==> config.mk <==
export PLATFORM = sky130hd
export DESIGN_NAME = ctrl_bubble_stage_flat
export DESIGN_NICKNAME = d
export VERILOG_FILES = /design/src/rtl/ctrl_bubble_stage_if.sv /design/src/rtl/ctrl_bubble_stage.sv /design/src/flat_wrapper.sv
export SDC_FILE = /design/constraint.sdc
export NUM_CORES = 1
export LEC_CHECK = 0
export CORE_ASPECT_RATIO = 0.75
export CORE_UTILIZATION = 36
export DETAILED_ROUTE_END_ITERATION = 10
export PLACE_DENSITY = 0.77
export SLEW_MARGIN = 20
export SYNTH_ARGS = -nofsm -noshare
export SYNTH_HDL_FRONTEND = slang
export SYNTH_SLANG_ARGS = --single-unit
==> constraint.sdc <==
create_clock -name clk -period 1.2 [get_ports clk]
set_input_delay 0.24 -clock clk [delete_from_list [all_inputs] [get_ports clk]]
set_output_delay 0.24 -clock clk [all_outputs]
set_load 0.02 [all_outputs]
==> src/rtl/ctrl_bubble_stage_if.sv <==
// ctrl_bubble_stage_if: handshake/bus bundle between ID, the ID/EX bubble stage and EX.
// Optional macro CTRL_BUBBLE_STATS_EN adds the bubble_cnt statistics signal.
interface ctrl_bubble_stage_if #(
    parameter int CTRL_W = 32,
    parameter int CNT_W  = 4
);
    logic [CTRL_W-1:0] ctrl_in;
    logic              valid_in;
    logic              stall_req;
    logic              mstall_req;
    logic [CNT_W-1:0]  mstall_len;
    logic              flush;
    logic [CTRL_W-1:0] ctrl_out;
    logic              valid_out;
    logic              stall_out;
    logic              busy;
`ifdef CTRL_BUBBLE_STATS_EN
    logic [15:0]       bubble_cnt;
`endif

    // ID-side driver: supplies decoded controls and hazard requests.
    modport master (
        output ctrl_in, valid_in, stall_req, mstall_req, mstall_len, flush,
`ifdef CTRL_BUBBLE_STATS_EN
        input  bubble_cnt,
`endif
        input  ctrl_out, valid_out, stall_out, busy
    );

    // The bubble stage itself.
    modport slave (
        input  ctrl_in, valid_in, stall_req, mstall_req, mstall_len, flush,
`ifdef CTRL_BUBBLE_STATS_EN
        output bubble_cnt,
`endif
        output ctrl_out, valid_out, stall_out, busy
    );
endinterface

==> src/rtl/ctrl_bubble_stage.sv <==
// ctrl_bubble_stage: ID/EX control-bundle register that inserts bubbles for
// single-cycle stalls, programmable multi-cycle stalls and flushes, and drives
// the hold signal back to PC and IF/ID.
// Optional macro CTRL_BUBBLE_STATS_EN adds a saturating 16-bit bubble counter.
module ctrl_bubble_stage #(
    parameter int                 CTRL_W     = 32,
    parameter int                 CNT_W      = 4,
    parameter logic [CTRL_W-1:0]  BUBBLE_VAL = '0
) (
    input logic                clk,
    input logic                rst_n,
    ctrl_bubble_stage_if.slave bus
);

    typedef enum logic {RUN, HOLD} state_e;

    state_e            state_q;
    logic [CNT_W-1:0]  cnt_q;
    logic [CTRL_W-1:0] ctrlOut_q;
    logic              validOut_q;
    logic              busy_q;

    logic              anyReq;
    logic [CNT_W-1:0]  effLen;
    logic              stallNow;

    // A zero length is treated as a one-cycle stall; the request lines only matter in RUN.
    assign anyReq   = bus.stall_req | bus.mstall_req;
    assign effLen   = (bus.mstall_len == '0) ? CNT_W'(1) : bus.mstall_len;
    assign stallNow = rst_n & ~bus.flush & ((state_q == HOLD) | anyReq);

    assign bus.stall_out = stallNow;
    assign bus.ctrl_out  = ctrlOut_q;
    assign bus.valid_out = validOut_q;
    assign bus.busy      = busy_q;

    // RUN/HOLD controller with registered bundle, valid and busy outputs; flush has top priority.
    always_ff @(posedge clk) begin
        if (!rst_n) begin
            state_q    <= RUN;
            cnt_q      <= '0;
            ctrlOut_q  <= BUBBLE_VAL;
            validOut_q <= 1'b0;
            busy_q     <= 1'b0;
        end else if (bus.flush) begin
            state_q    <= RUN;
            cnt_q      <= '0;
            ctrlOut_q  <= BUBBLE_VAL;
            validOut_q <= 1'b0;
            busy_q     <= 1'b0;
        end else if (state_q == HOLD) begin
            ctrlOut_q  <= BUBBLE_VAL;
            validOut_q <= 1'b0;
            cnt_q      <= cnt_q - CNT_W'(1);
            if (cnt_q <= CNT_W'(1)) begin
                state_q <= RUN;
                busy_q  <= 1'b0;
            end
        end else if (anyReq) begin
            ctrlOut_q  <= BUBBLE_VAL;
            validOut_q <= 1'b0;
            if (bus.mstall_req && (effLen > CNT_W'(1))) begin
                cnt_q   <= effLen - CNT_W'(1);
                state_q <= HOLD;
                busy_q  <= 1'b1;
            end
        end else if (bus.valid_in) begin
            ctrlOut_q  <= bus.ctrl_in;
            validOut_q <= 1'b1;
        end else begin
            ctrlOut_q  <= BUBBLE_VAL;
            validOut_q <= 1'b0;
        end
    end

`ifdef CTRL_BUBBLE_STATS_EN
    logic [15:0] bubbleCnt_q;

    assign bus.bubble_cnt = bubbleCnt_q;

    // Count bubbles caused by stall requests or HOLD; every such cycle is exactly a stall_out cycle.
    always_ff @(posedge clk) begin
        if (!rst_n) begin
            bubbleCnt_q <= '0;
        end else if (stallNow && (bubbleCnt_q != 16'hFFFF)) begin
            bubbleCnt_q <= bubbleCnt_q + 16'd1;
        end
    end
`endif

endmodule

==> src/flat_wrapper.sv <==
// flat-port wrapper written by rule: the top's interface ports become plain ports
module ctrl_bubble_stage_flat 
#(
    parameter int                 CTRL_W     = 32,
    parameter int                 CNT_W      = 4,
    parameter logic [CTRL_W-1:0]  BUBBLE_VAL = '0
)
  (clk, rst_n, bus_ctrl_in, bus_valid_in, bus_stall_req, bus_mstall_req, bus_mstall_len, bus_flush, bus_ctrl_out, bus_valid_out, bus_stall_out, bus_busy);
  ctrl_bubble_stage_if #(.CTRL_W(CTRL_W), .CNT_W(CNT_W)) bus_i ();
  input logic clk;
  input logic rst_n;
  input wire logic [$bits(bus_i.ctrl_in)-1:0] bus_ctrl_in;
  input wire logic [$bits(bus_i.valid_in)-1:0] bus_valid_in;
  input wire logic [$bits(bus_i.stall_req)-1:0] bus_stall_req;
  input wire logic [$bits(bus_i.mstall_req)-1:0] bus_mstall_req;
  input wire logic [$bits(bus_i.mstall_len)-1:0] bus_mstall_len;
  input wire logic [$bits(bus_i.flush)-1:0] bus_flush;
  output wire logic [$bits(bus_i.ctrl_out)-1:0] bus_ctrl_out;
  output wire logic [$bits(bus_i.valid_out)-1:0] bus_valid_out;
  output wire logic [$bits(bus_i.stall_out)-1:0] bus_stall_out;
  output wire logic [$bits(bus_i.busy)-1:0] bus_busy;
  assign bus_i.ctrl_in = bus_ctrl_in;
  assign bus_i.valid_in = bus_valid_in;
  assign bus_i.stall_req = bus_stall_req;
  assign bus_i.mstall_req = bus_mstall_req;
  assign bus_i.mstall_len = bus_mstall_len;
  assign bus_i.flush = bus_flush;
  assign bus_ctrl_out = bus_i.ctrl_out;
  assign bus_valid_out = bus_i.valid_out;
  assign bus_stall_out = bus_i.stall_out;
  assign bus_busy = bus_i.busy;
  ctrl_bubble_stage #(.CTRL_W(CTRL_W), .CNT_W(CNT_W), .BUBBLE_VAL(BUBBLE_VAL)) u_core (.clk(clk), .rst_n(rst_n), .bus(bus_i));
endmodule
== Word-level counts from Yosys, hierarchy flattened ==
Index checks and enable logic that the tools add are counted.

* Add/sub/neg operators: 2
* Order comparisons: 2
* Equal/unequal tests: 1
* Muxes and demuxes: 13
* Bitwise gates (word level): 7
* Reduce and logical (&&, ||, !) cells: 9

{| class="wikitable"
|+ Operators with widths
! operator !! number
|-
| $mux W4 || 4
|-
| $mux W1 || 9
|-
| $sub A4 B1 Y4 const B || 2
|-
| $reduce_or A5 Y1 || 1
|-
| $gt A4 B1 Y1 const B || 1
|-
| $le A4 B1 Y1 const B || 1
|-
| $logic_not A4 Y1 || 1
|-
| $reduce_bool A2 Y1 || 2
|-
| $reduce_or A4 Y1 || 1
|-
| $not A1 Y1 || 3
|-
| $reduce_and A3 Y1 || 1
|-
| $and A1 B1 Y1 || 2
|-
| $ne A2 B2 Y1 const B || 1
|-
| $or A1 B1 Y1 || 2
|-
| $reduce_and A2 Y1 || 1
|-
| $reduce_or A2 Y1 || 1
|-
| $logic_and A1 B1 Y1 || 1
|}

* Flip-flop bits (word level): 39
* Bits of input ports: 42
* Output and inout port bits: 35
* Logic and storage cells: 39

== Longest topological paths before layout ==
* Depth after elaboration: 7
* Depth in mapped cells: 6
* Mapped depth without buffers: 6

== Least setup slack after synthesis ==
OpenSTA, ideal clock, no wires.

* Path kind: reg2reg
* Start point: reg u_core.state_q
* End point: reg u_core.ctrlOut_q[10] (netlist: u_core.bus.ctrl_out[10])
* Library setup time: 0.059 ns
* Data arrival time: 1.045 ns
* Data required time: 1.141 ns
* Slack: 0.097 ns
* Stages on the path, launching flop included: 6
* Path buffers: 2
* Period minus slack after synthesis: 1.103 ns
* Path through: dfxtp_1 buf_6 nor3_2 and3_4 buf_6 and2_1

* Word-level cells in the longest chain between the ends: 1

{| class="wikitable"
|+ Ends and longest elaborated chain
! what !! RTL line !! text
|-
| from (decl) || ctrl_bubble_stage.sv:17 || <nowiki>state_e state_q;</nowiki>
|-
| from (signal assigned) || ctrl_bubble_stage.sv:40 || <nowiki>state_q <= RUN;</nowiki>
|-
| from (signal assigned) || ctrl_bubble_stage.sv:46 || <nowiki>state_q <= RUN;</nowiki>
|-
| from (signal assigned) || ctrl_bubble_stage.sv:56 || <nowiki>state_q <= RUN;</nowiki>
|-
| $reduce_or A5 Y1 (no source line) || - ||
|-
| to (signal assigned) || ctrl_bubble_stage.sv:68 || <nowiki>ctrlOut_q <= bus.ctrl_in;</nowiki>
|-
| to (decl) || ctrl_bubble_stage.sv:19 || <nowiki>logic [CTRL_W-1:0] ctrlOut_q;</nowiki>
|}

No other way between the ends.
A chain may end at the register's enable or synchronous reset.

== Worst setup path in the final report ==
* Start point: reg u_core.state_q
* End point: out bus_stall_out

* Word-level cells in the longest chain between the ends: 2

{| class="wikitable"
|+ Ends and longest elaborated chain
! what !! RTL line !! text
|-
| $or A1 B1 Y1 || ctrl_bubble_stage.sv:30 || <nowiki>assign stallNow = rst_n & ~bus.flush & ((state_q == HOLD) | anyReq);</nowiki>
|-
| $and A1 B1 Y1 || ctrl_bubble_stage.sv:30 ||
|-
| to (decl) || flat_wrapper.sv:20 || <nowiki>output wire logic [$bits(bus_i.stall_out)-1:0] bus_stall_out;</nowiki>
|}

No other way between the ends.

==> summary.txt <==
Floorplanning
  • Full die area: 0.00386 sq mm
  • Die X: 71.4 um
  • FP Rows: 18
  • Initial Util: 38.5%
  • Core box area: 0.00338 sq mm
  • Die height: 54.1 um
  • Top Ports: 77

Outcome
  • Failing checks: setup timing
  • Outcome: complete, but fails checks

Synthesis
  • Ys flop type: dfxtp_1
  • Post-Synthesis Cell Area: 0.00130 sq mm
  • Synth top area cells: dfxtp_1 60%, and2_1 15%, buf_6 3.5%, ha_1 2.9%, nor2_1 2.0%
  • Syn Nets: 165
  • Post-synth EDFFs: 0
  • Sequential area share after synthesis: 60.0%
  • Most common cell in the synthesized netlist: dfxtp_1
  • Cells after synthesis: 120
  • Netlist cell types: 24
  • FF+latch count, synth: 39
  • Yosys Warn Count: 0
  • Post-synth ARST share: 0%
  • Synth area leader: dfxtp_1
  • Synthesized area per cell: 10.8 sq um
  • Commonest cells in the netlist: 39 x dfxtp_1, 32 x and2_1, 7 x nor2_1
  • Synth top area share: 60.0%

Setup path
  • Crit path cell chain: nor3_4, nor2_4, buf_6
  • Worst setup EP type: output pin
  • CP top delay family: flip-flops
  • Critical-path top delay cell: dfxtp_2
  • Crit Path Max Fanout: 3
  • CP Data Required Time: 0.96 ns
  • Crit start category: flop
  • Critical Path AT: 1.01 ns
  • CP max stage delay: 0.34 ns
  • Critical path class: reg2out
  • Bufs and invs on worst path: 1

Cells and area
  • FILL cells: 275
  • Final nets: 258
  • Share of layout cells above drive strength 1: 20.1%
  • Area Overhead vs Synth: 76.3%
  • Final Util: 67.9%
  • # diodes: 0

Placement
  • HPWL Detailed: 2390 um
  • Pre-CTS setup slack: -0.614 ns
  • # port buffers: 76
  • Final Wtd Congestion: 0.777

Power and ir drop
  • Peak VDD IR: 0.638 mV
  • Combinational Power Share: 13.5%
  • P_int: 1.93 mW
  • Power Density: 1090 mW/mm^2
  • Flop pwr share: 53.1%
  • Switch Pwr: 0.575 mW
  • LEAKAGE: 1.04 nW
  • Switching Share: 23.0%
  • Clock group share of total power: 33.4%

Global routing
  • GR Overflow Total: 0
  • Largest net degree at the start of global routing: 34
  • GRT Util Overall: 17.6%
  • First-pass GRT wire length: 4950 um
  • Number of global-route vias before repair: 1115
  • Initial antenna violation count: 0

Timing
  • Unrepaired setup endpoints after global routing: yes
  • Tightest Pin Transition: 0.350 ns
  • Slew headroom: 76.6%
  • Post-route setup TNS: -0.0489 ns
  • Tcrit/Tclk final: 104%
  • Max-slew violation count: 0
  • Final setup margin: -0.0455 ns
  • Final count of hold timing violations: 0
  • Post-layout minimum cycle time: 1.25 ns
  • Final setup skew: 0.00544 ns
  • Fmax: 803 MHz
  • Min Hold Slack: 0.408 ns
  • Final setup vio count: 2

Route
  • ANT nets after route: 0
  • Routed wire length: 3550 um
  • Wire per inst: 14.0 um
  • Number of remaining DRC errors: 0
  • Pre-Repair DR Iteration Count: 4
  • Drt via density: 4.67
  • Via Count: 1186
  • Iteration-0 DRC Markers: 39

Clock tree
  • CTS Buf Count: 5
  • CTS Buffer Depth: 2
  • Cts hold-fix bufs: 0
  • H-tree levels: 2
  • CTS sink cnt: 39
  • CTS tree: built
  • Worst-path clk slew: 0.07 ns
  • Clock Latency Late Sink: 0.29 ns
  • Root buffer cell: clkbuf_8

Flow run
  • MaxCap Viol Count: 0

Min path
  • Hold Path Class: in2reg
[per-stage QoR]
stage / power, mW / area, sq um / cells
floorplan: 1.46 / 1300 / 120
global placement: 1.65 / 2130 / 241
detailed placement: 1.66 / 2130 / 241
CTS: 2.49 / 2200 / 250
global route: 2.61 / 2290 / 254
finish: 2.50 / 2290 / 254
[flip-flops by register name, indices dropped and copies added (netlist names)]
signal and flops:
u_core.bus.valid_out 1, u_core.bus.busy 1, u_core.cnt_q 4, u_core.state_q 1
u_core.bus.ctrl_out 32
[what timing repair did]
action | in CTS | in global routing
cloned | 0 | 2
setup buffers | 1 | 2
pin swaps | 4 | 9
setup endpoints to repair | 73 | 59
gates resized for setup | 53 | 47
hold endpoints to repair | 0 | 0
[worst register-to-register path, cell delays in order (launching register included)]
cell and delay [ns]:
dfxtp_2 0.37, buf_6 0.15, mux2_2 0.34, o21ai_1 0.16, a311oi_1 0.07
[power by group through the flow]
stage                     Combinational, mW  Sequential, mW  Clock [mW]
final                                 0.338            1.33       0.836
after global routing                  0.364            1.33       0.916
after CTS                             0.307            1.33       0.858
after detailed placement              0.305            1.36           0
after global placement                0.295            1.35           0
after floorplan                      0.0868            1.37           0
[cell usage in the layout, fill, tap and decap left out, types with 2 or more instances in the layout]
master	instances
nor3_2	2
clkdlybuf4s50_1	33
buf_6	2
a21oi_1	4
nor2_1	5
and2_1	32
dfxtp_1	36
dlymetal6s2s_1	4
clkdlybuf4s15_1	20
nand2_1	3
o21ai_1	3
and3_4	3
dlygate4sd2_1	13
clkbuf_8	5
clkbuf_2	4
ha_1	2
o21ai_0	2
inv_1	4
buf_4	11
dfxtp_2	3
[final cells by class]
cell class              instances  area [sq um]  area share (%)
well taps                      40          50.0            2.18
clock inverters                 2          12.5           0.546
flip-flops and latches         39           785            34.2
multi-input cells              75           534            23.3
repair buffers                 88           825            36.0
inverters                       4          15.0           0.655
clock buffers                   6          72.6            3.16
[path summary, 6_finish.rpt]
kind / cells past startpoint / from / end / slack, ns
setup / recovery: 3 / u_core.state_q$_SDFF_PN0_ / bus_stall_out / -0.05
hold / removal: 4 / rst_n / u_core.cnt_q[1]$_SDFFE_PN0P_ / 0.41
setup reg to reg: 4 / u_core.state_q$_SDFF_PN0_ / u_core.cnt_q[3]$_SDFFE_PN0P_ / 0
hold reg to reg: 2 / u_core.bus.busy$_SDFFE_PN0P_ / u_core.bus.busy$_SDFFE_PN0P_ / 0.48
[kinds of logic after synthesis]
family	after synthesis	synth area share, %
compound gates	16	7.40
xor+xnor	1	0.673
fa+ha+maj	3	2.88
buf+inv	8	4.61
flops	39	60.0
mux	1	0.865
simple gates	52	23.6
[routing by layer]
metal	global-route usage [%]	vias up	wire [um]
met2	32.4	65	1780
met3	6.74	7	295
met4	9.00	0	59
met5	0	-	0
met1	17.9	540	1420
li1	-	574	-
(Power assumes the default switching activity.)
